[config.mk]
export PLATFORM = sky130hd
export DESIGN_NAME = rv151_wbu
export DESIGN_NICKNAME = d
export VERILOG_FILES = /design/src/rtl/rv151_pkg.sv /design/src/rtl/rv151_ld_ext.sv /design/src/rtl/rv151_wbu.sv
export SDC_FILE = /design/constraint.sdc
export NUM_CORES = 1
export LEC_CHECK = 0
export ABC_AREA = 0
export BUFFER_PORTS_ARGS = -buffer_cell sky130_fd_sc_hd__clkbuf_2
export CAP_MARGIN = 10
export CORE_AREA = 2 2 137 139
export CTS_BUF_LIST = sky130_fd_sc_hd__clkbuf_4 sky130_fd_sc_hd__clkbuf_8 sky130_fd_sc_hd__clkbuf_16
export CTS_CLUSTER_SIZE = 14
export DETAILED_ROUTE_END_ITERATION = 8
export DIE_AREA = 0 0 139 141
export PLACE_DENSITY = 0.74
export RECOVER_POWER = 100
export SLEW_MARGIN = 20
export SYNTH_ARGS = -nofsm -noshare
export SYNTH_HDL_FRONTEND = slang
export SYNTH_HIERARCHICAL = 1
export SYNTH_SLANG_ARGS = --single-unit
[constraint.sdc]
create_clock -name clk -period 2.2 [get_ports clk]
set_clock_uncertainty 0.1 [all_clocks]
set_input_delay 0.22 -clock clk [delete_from_list [all_inputs] [get_ports clk]]
set_output_delay 0.22 -clock clk [all_outputs]
set_load 0.005 [all_outputs]
[src/rtl/rv151_pkg.sv]
// Shared definitions for the rv151 core: writeback source select,
// load funct3 codes and the writeback state machine encoding.
package rv151_pkg;

  localparam logic [1:0] WB_ALU = 2'd0;
  localparam logic [1:0] WB_MEM = 2'd1;
  localparam logic [1:0] WB_PC4 = 2'd2;

  localparam logic [2:0] F3_LB  = 3'b000;
  localparam logic [2:0] F3_LH  = 3'b001;
  localparam logic [2:0] F3_LW  = 3'b010;
  localparam logic [2:0] F3_LBU = 3'b100;
  localparam logic [2:0] F3_LHU = 3'b101;

  typedef enum logic {
    IDLE    = 1'b0,
    WAIT_LD = 1'b1
  } wb_state_t;

endpackage

[src/rtl/rv151_ld_ext.sv]
// Load data extraction: picks the byte/half/word addressed by the low
// address bits and sign- or zero-extends it to 32 bits.
module rv151_ld_ext
  import rv151_pkg::*;
(
  input  logic [2:0]  funct3,
  input  logic [1:0]  off,
  input  logic [31:0] raw,
  output logic [31:0] data
);

  logic [7:0]  ld_byte;
  logic [15:0] ld_half;

  // Halfword loads only look at off[1]; a misaligned off[0] is ignored.
  always_comb begin
    ld_byte = raw[{off, 3'b000} +: 8];
    ld_half = off[1] ? raw[31:16] : raw[15:0];
    case (funct3)
      F3_LB:   data = {{24{ld_byte[7]}}, ld_byte};
      F3_LBU:  data = {24'd0, ld_byte};
      F3_LH:   data = {{16{ld_half[15]}}, ld_half};
      F3_LHU:  data = {16'd0, ld_half};
      default: data = raw;
    endcase
  end

endmodule

[src/rtl/rv151_wbu.sv]
// Writeback unit: retires one instruction per handshake into the register
// file write port, waits for load data, and bypasses same-cycle writes.
module rv151_wbu
  import rv151_pkg::*;
#(
  parameter int XLEN  = 32,
  parameter int CNT_W = 64
) (
  input  logic             clk,
  input  logic             rst_n,
  input  logic             in_valid,
  output logic             in_ready,
  input  logic [4:0]       in_rd,
  input  logic             in_we,
  input  logic [1:0]       in_wbsel,
  input  logic [XLEN-1:0]  in_alu,
  input  logic [XLEN-1:0]  in_pc4,
  input  logic [2:0]       in_funct3,
  input  logic             dmem_rvalid,
  input  logic [XLEN-1:0]  dmem_rdata,
  output logic             rf_we,
  output logic [4:0]       rf_wa,
  output logic [XLEN-1:0]  rf_wd,
  input  logic [4:0]       ra1,
  input  logic [4:0]       ra2,
  input  logic [XLEN-1:0]  rgf_rd1,
  input  logic [XLEN-1:0]  rgf_rd2,
  output logic [XLEN-1:0]  rd1,
  output logic [XLEN-1:0]  rd2,
  output logic             ld_busy,
  output logic [CNT_W-1:0] instret
);

  wb_state_t       state, next_state;
  logic            accept_alu, accept_mem, ld_done;
  logic [4:0]      ld_rd;
  logic            ld_we;
  logic [2:0]      ld_f3;
  logic [1:0]      ld_off;
  logic [XLEN-1:0] ld_data;

  always_ff @(posedge clk or negedge rst_n) begin
    if (!rst_n) state <= IDLE;
    else        state <= next_state;
  end

  always_comb begin
    next_state = state;
    case (state)
      IDLE:    if (in_valid && in_wbsel == WB_MEM) next_state = WAIT_LD;
      WAIT_LD: if (dmem_rvalid)                    next_state = IDLE;
      default: next_state = IDLE;
    endcase
  end

  always_comb begin
    in_ready   = (state == IDLE);
    ld_busy    = (state == WAIT_LD);
    accept_alu = in_ready && in_valid && (in_wbsel != WB_MEM);
    accept_mem = in_ready && in_valid && (in_wbsel == WB_MEM);
    ld_done    = ld_busy && dmem_rvalid;
  end

  always_ff @(posedge clk or negedge rst_n) begin
    if (!rst_n) begin
      ld_rd  <= '0;
      ld_we  <= 1'b0;
      ld_f3  <= '0;
      ld_off <= '0;
    end else if (accept_mem) begin
      ld_rd  <= in_rd;
      ld_we  <= in_we;
      ld_f3  <= in_funct3;
      ld_off <= in_alu[1:0];
    end
  end

  rv151_ld_ext u_ld_ext (
    .funct3 (ld_f3),
    .off    (ld_off),
    .raw    (dmem_rdata),
    .data   (ld_data)
  );

  // rf_we defaults low every cycle so each retirement is a single pulse.
  always_ff @(posedge clk or negedge rst_n) begin
    if (!rst_n) begin
      rf_we   <= 1'b0;
      rf_wa   <= '0;
      rf_wd   <= '0;
      instret <= '0;
    end else begin
      rf_we <= 1'b0;
      if (accept_alu) begin
        rf_we   <= in_we && (in_rd != 5'd0);
        rf_wa   <= in_rd;
        rf_wd   <= (in_wbsel == WB_PC4) ? in_pc4 : in_alu;
        instret <= instret + CNT_W'(1);
      end else if (ld_done) begin
        rf_we   <= ld_we && (ld_rd != 5'd0);
        rf_wa   <= ld_rd;
        rf_wd   <= ld_data;
        instret <= instret + CNT_W'(1);
      end
    end
  end

  always_comb begin
    rd1 = (rf_we && rf_wa == ra1 && ra1 != 5'd0) ? rf_wd : rgf_rd1;
    rd2 = (rf_we && rf_wa == ra2 && ra2 != 5'd0) ? rf_wd : rgf_rd2;
  end

endmodule

==> summary.md <==
| Metric | Value |
|---|---|
| Outcome | `finished with violations` |
| Failing checks | `negative setup slack` |
| Top-count cell post-synth | `dfrtp_1` |
| Required time worst endpoint | `1.88 ns` |
| Rows | `50` |
| Most Used Layer, Global Route | `met2` |
| Sw Ratio | `31.82%` |
| Synth area leader | `dfrtp_1` |
| I/O Buffers | `352` |
| Simple-gate share of the synthesized area | `18.36%` |
| End of the worst register-to-register path | `instret[44]` |
| Post-Synth Adder-Cell Area | `0.1719%` |
| Ys async rst share | `100.0%` |
| WP data arrival | `2.23 ns` |
| CTS root buf | `clkbuf_16` |
| Slew Limit Fails | `0` |
| Nets | `1328` |
| Synth Warn # | `6` |
| Final Hold Violating Endpoints | `0` |
| Max Freq | `392.2 MHz` |
| Slew @ Worst Pin | `0.8288 ns` |
| Hold Path Class | `in -> reg` |
| DR DRC count | `0` |
| Non-Filler Instances | `1388` |
| Cells after Synth | `741` |
| Clock Sink Count | `114` |
| Sw Pwr | `2.447 mW` |
| Grt ovf | `0` |
| Setup crit end kind | `output pin` |
| Die ar. | `19600 um^2` |
| Dpl cells | `1340` |
| Sequential area share after synthesis | `39.20%` |
| Met2 Usage GRT | `41.64%` |
| DR vias/cell | `5.143` |
| Inserted Diodes | `0` |
| Post-Route WL | `24770 um` |
| CP Max Fanout | `8` |
| # setup viols final | `64` |
| Top-area cell type share of the netlist area | `39.20%` |
| Post-synthesis mux area share | `17.66%` |
| Syn nets | `927` |
| Post-synth top cells | `dfrtp_1 (114), mux2_2 (79), nand2_1 (77), nor2_1 (51), a21oi_1 (41)` |
| Critical path type | `reg -> out` |
| First-pass GRT wire length | `37290 um` |
| GRT Resource Usage Total | `24.12%` |
| Placer Congestion | `0.9161` |
| Routed len/inst | `17.84 um` |
| Synth cell types | `54` |
| Synth Area in Compound Gates | `12.50%` |
| Power per cell area | `730.3 nW/um^2` |
| Reg-to-reg slack, setup | `0.05 ns` |
| Pre-antenna DRT Iters | `4` |
| Layout cells sized above 1 | `48.61%` |
| Worst setup endpoint | `rd2[9]` |
| Combinational group share of total power | `28.8%` |
| Leak Pwr | `5.264 nW` |
| Die width | `139 um` |
| R2R Path Start | `ld_busy` |
| CTS Buffer Depth | `2` |
| Post-Synth XOR/XNOR Area | `8.545%` |
| First DRT Iteration DRCs | `343` |
| Core ar. | `18270 um^2` |
| Sequential power share | `36.1%` |
| Met1 Resource Use GR | `31.06%` |
| Post-synth EDFFs | `0` |
| Fillers | `1590` |
| CP startpoint kind | `flop` |
| Vias in the first global route | `6861` |
| RSZ-0062 raised after global routing | `yes` |
| Crit path launch | `rf_wa[3]` |
| Largest family of logic cells by synthesized area | `simple AND/OR/NAND/NOR gates` |
| Largest net degree at the start of global routing | `65` |
| Via count | `7139` |
| Cell Area, Synth | `7277 um^2` |
| Maximum vdd ir drop | `0.5241 mV` |
| I/O Pins | `353` |
| Dpl ws | `0.04447 ns` |
| Clk Latency, worst-skew pair | `0.41 ns` |
| Min Tclk post-route | `2.550 ns` |
| Clock share of power | `35.1%` |
| Die H | `141 um` |
| Synth area leaders | `dfrtp_1 (39%), mux2_2 (12%), mux2i_1 (5.2%)` |
| Top_reg_cell synth | `dfrtp_1` |
| H-tree Lvls | `4` |
| CTS clk-pin slew, worst paths | `0.05 ns` |
| Max cap viols | `0` |
| Slew headroom | `44.75%` |
| R2r worst-path depth | `7` |
| Antenna violations before repair | `0` |
| Routed Antenna Nets | `0` |
| Setup WS post-layout | `-0.3497 ns` |
| Cts bufs inserted | `17` |
| CTS tree | `built` |
| Worst Hold Depth | `3` |
| Hold_ws | `0.06284 ns` |
| Synthesized flop and latch total | `114` |
| Internal Pwr Total | `5.243 mW` |
| HPWL after detailed placement | `19010 um` |
| Met3 usage | `4.552%` |
| Synthesized area per cell | `9.820 um^2` |
| Initial core utilization | `39.84%` |
| Fin crit share | `115.9%` |
| Area delta synth->final | `44.70%` |
## cell families after synthesis
kind of cell | count (synthesis)
AND/OR/NAND/NOR | 258
AO/OA/AOI/OAI | 123
multiplexers | 118
flip-flops | 114
XOR/XNOR | 71
buffers and inverters | 56
adder cells (fa/ha/maj) | 1
## power groups by stage
stage                     sequential [mW]  combinational, mW  clock [mW]
after global placement               2.79               2.16           0
after detailed placement             2.80               2.20           0
after global routing                 2.83               2.41        2.87
after CTS                            2.77               2.23        2.75
final                                2.78               2.22        2.70
after floorplan                      2.73               1.18           0
## per-layer routing
| metal | vias to the layer above | part of all wire (%) |
|---|---|---|
| met5 | - | 0 |
| met3 | 33 | 5.6 |
| met4 | 0 | 1.8 |
| li1 | 3487 | - |
| met1 | 3348 | 42 |
| met2 | 271 | 51 |
## critical path, cell delays in order, from the launching register on
cell	delay, ns
dfrtp_2	0.44
xnor2_1	0.18
nand3_1	0.15
nor3_4	0.26
buf_6	0.17
clkbuf_16	0.17
mux2_2	0.33
clkbuf_2	0.11
## final cells by class
class | instances | area (um^2) | area share (%)
repair buffers | 426 | 2457 | 23.34
flip-flops and latches | 114 | 2858 | 27.14
clock buffers | 21 | 467.9 | 4.444
inverters | 12 | 45.04 | 0.4278
well taps | 234 | 292.8 | 2.780
clock inverters | 10 | 108.9 | 1.034
multi-input cells | 571 | 4300 | 40.84
## state kept, by name (all words and copies together), names as in the netlist
register	count
ld_rd	5
ld_busy	1
ld_f3	3
instret	64
ld_we	1
ld_off	2
rf_wa	5
rf_wd	32
rf_we	1
## stage by stage
stage	area, um^2	TNS (ns)	util, %	total power [mW]
after detailed placement	9694	0	53.07	5.006
final	10530	-19.48	57.64	7.690
after global routing	10530	-25.59	57.64	8.105
after floorplan	7277	0	-	3.909
after global placement	9694	0	53.07	4.958
after CTS	10400	-18.99	56.93	7.746
## layout by cell type (no fill, tap or decap), types with 3 or more instances in the layout
| master | Yosys | layout |
|---|---|---|
| clkbuf_16 | 0 | 19 |
| nand3_1 | 24 | 24 |
| a21oi_1 | 41 | 41 |
| clkbuf_1 | 26 | 15 |
| nand2b_1 | 4 | 4 |
| o21ai_0 | 32 | 32 |
| a2bb2oi_1 | 6 | 6 |
| o221ai_1 | 5 | 5 |
| and3_1 | 9 | 9 |
| dlygate4sd3_1 | 0 | 12 |
| and4_1 | 6 | 5 |
| clkinv_2 | 0 | 5 |
| buf_4 | 3 | 46 |
| inv_1 | 11 | 11 |
| a221o_1 | 6 | 6 |
| mux2_2 | 79 | 79 |
| nor3_2 | 1 | 3 |
| nor2_1 | 51 | 49 |
| nand4_1 | 15 | 15 |
| mux2i_1 | 38 | 38 |
| xnor2_1 | 31 | 30 |
| a2bb2oi_2 | 14 | 14 |
| nor4_1 | 18 | 14 |
| a32oi_1 | 5 | 5 |
| clkbuf_2 | 0 | 341 |
| clkbuf_4 | 0 | 3 |
| nor4_4 | 0 | 4 |
| and2_1 | 3 | 3 |
| nor3_1 | 19 | 16 |
| buf_12 | 0 | 8 |
| nor4_2 | 7 | 7 |
| dfrtp_1 | 114 | 110 |
| nor2b_1 | 13 | 11 |
| dfrtp_2 | 0 | 4 |
| xor2_1 | 40 | 40 |
| o21a_1 | 3 | 3 |
| nand2_1 | 77 | 75 |
## repair_timing
item / 4_1_cts / 5_1_grt
hold buffers: 12 / 0
pin swaps: 0 / 3
endpoints found under the setup margin: 64 / 88
gates resized for setup: 2 / 23
buffers inserted: 0 / 3
gates cloned: 0 / 2
hold endpoints to repair: 46 / 0
## how the worst min path moves through the flow
stage / startpoint / endpoint
global placement: rst_n / instret[22]
CTS: dmem_rvalid / ld_busy
global route: dmem_rvalid / ld_busy
detailed placement: rst_n / instret[22]
floorplan: rst_n / instret[0]
finish: dmem_rvalid / ld_busy
Power figures use the tool's default switching activity.
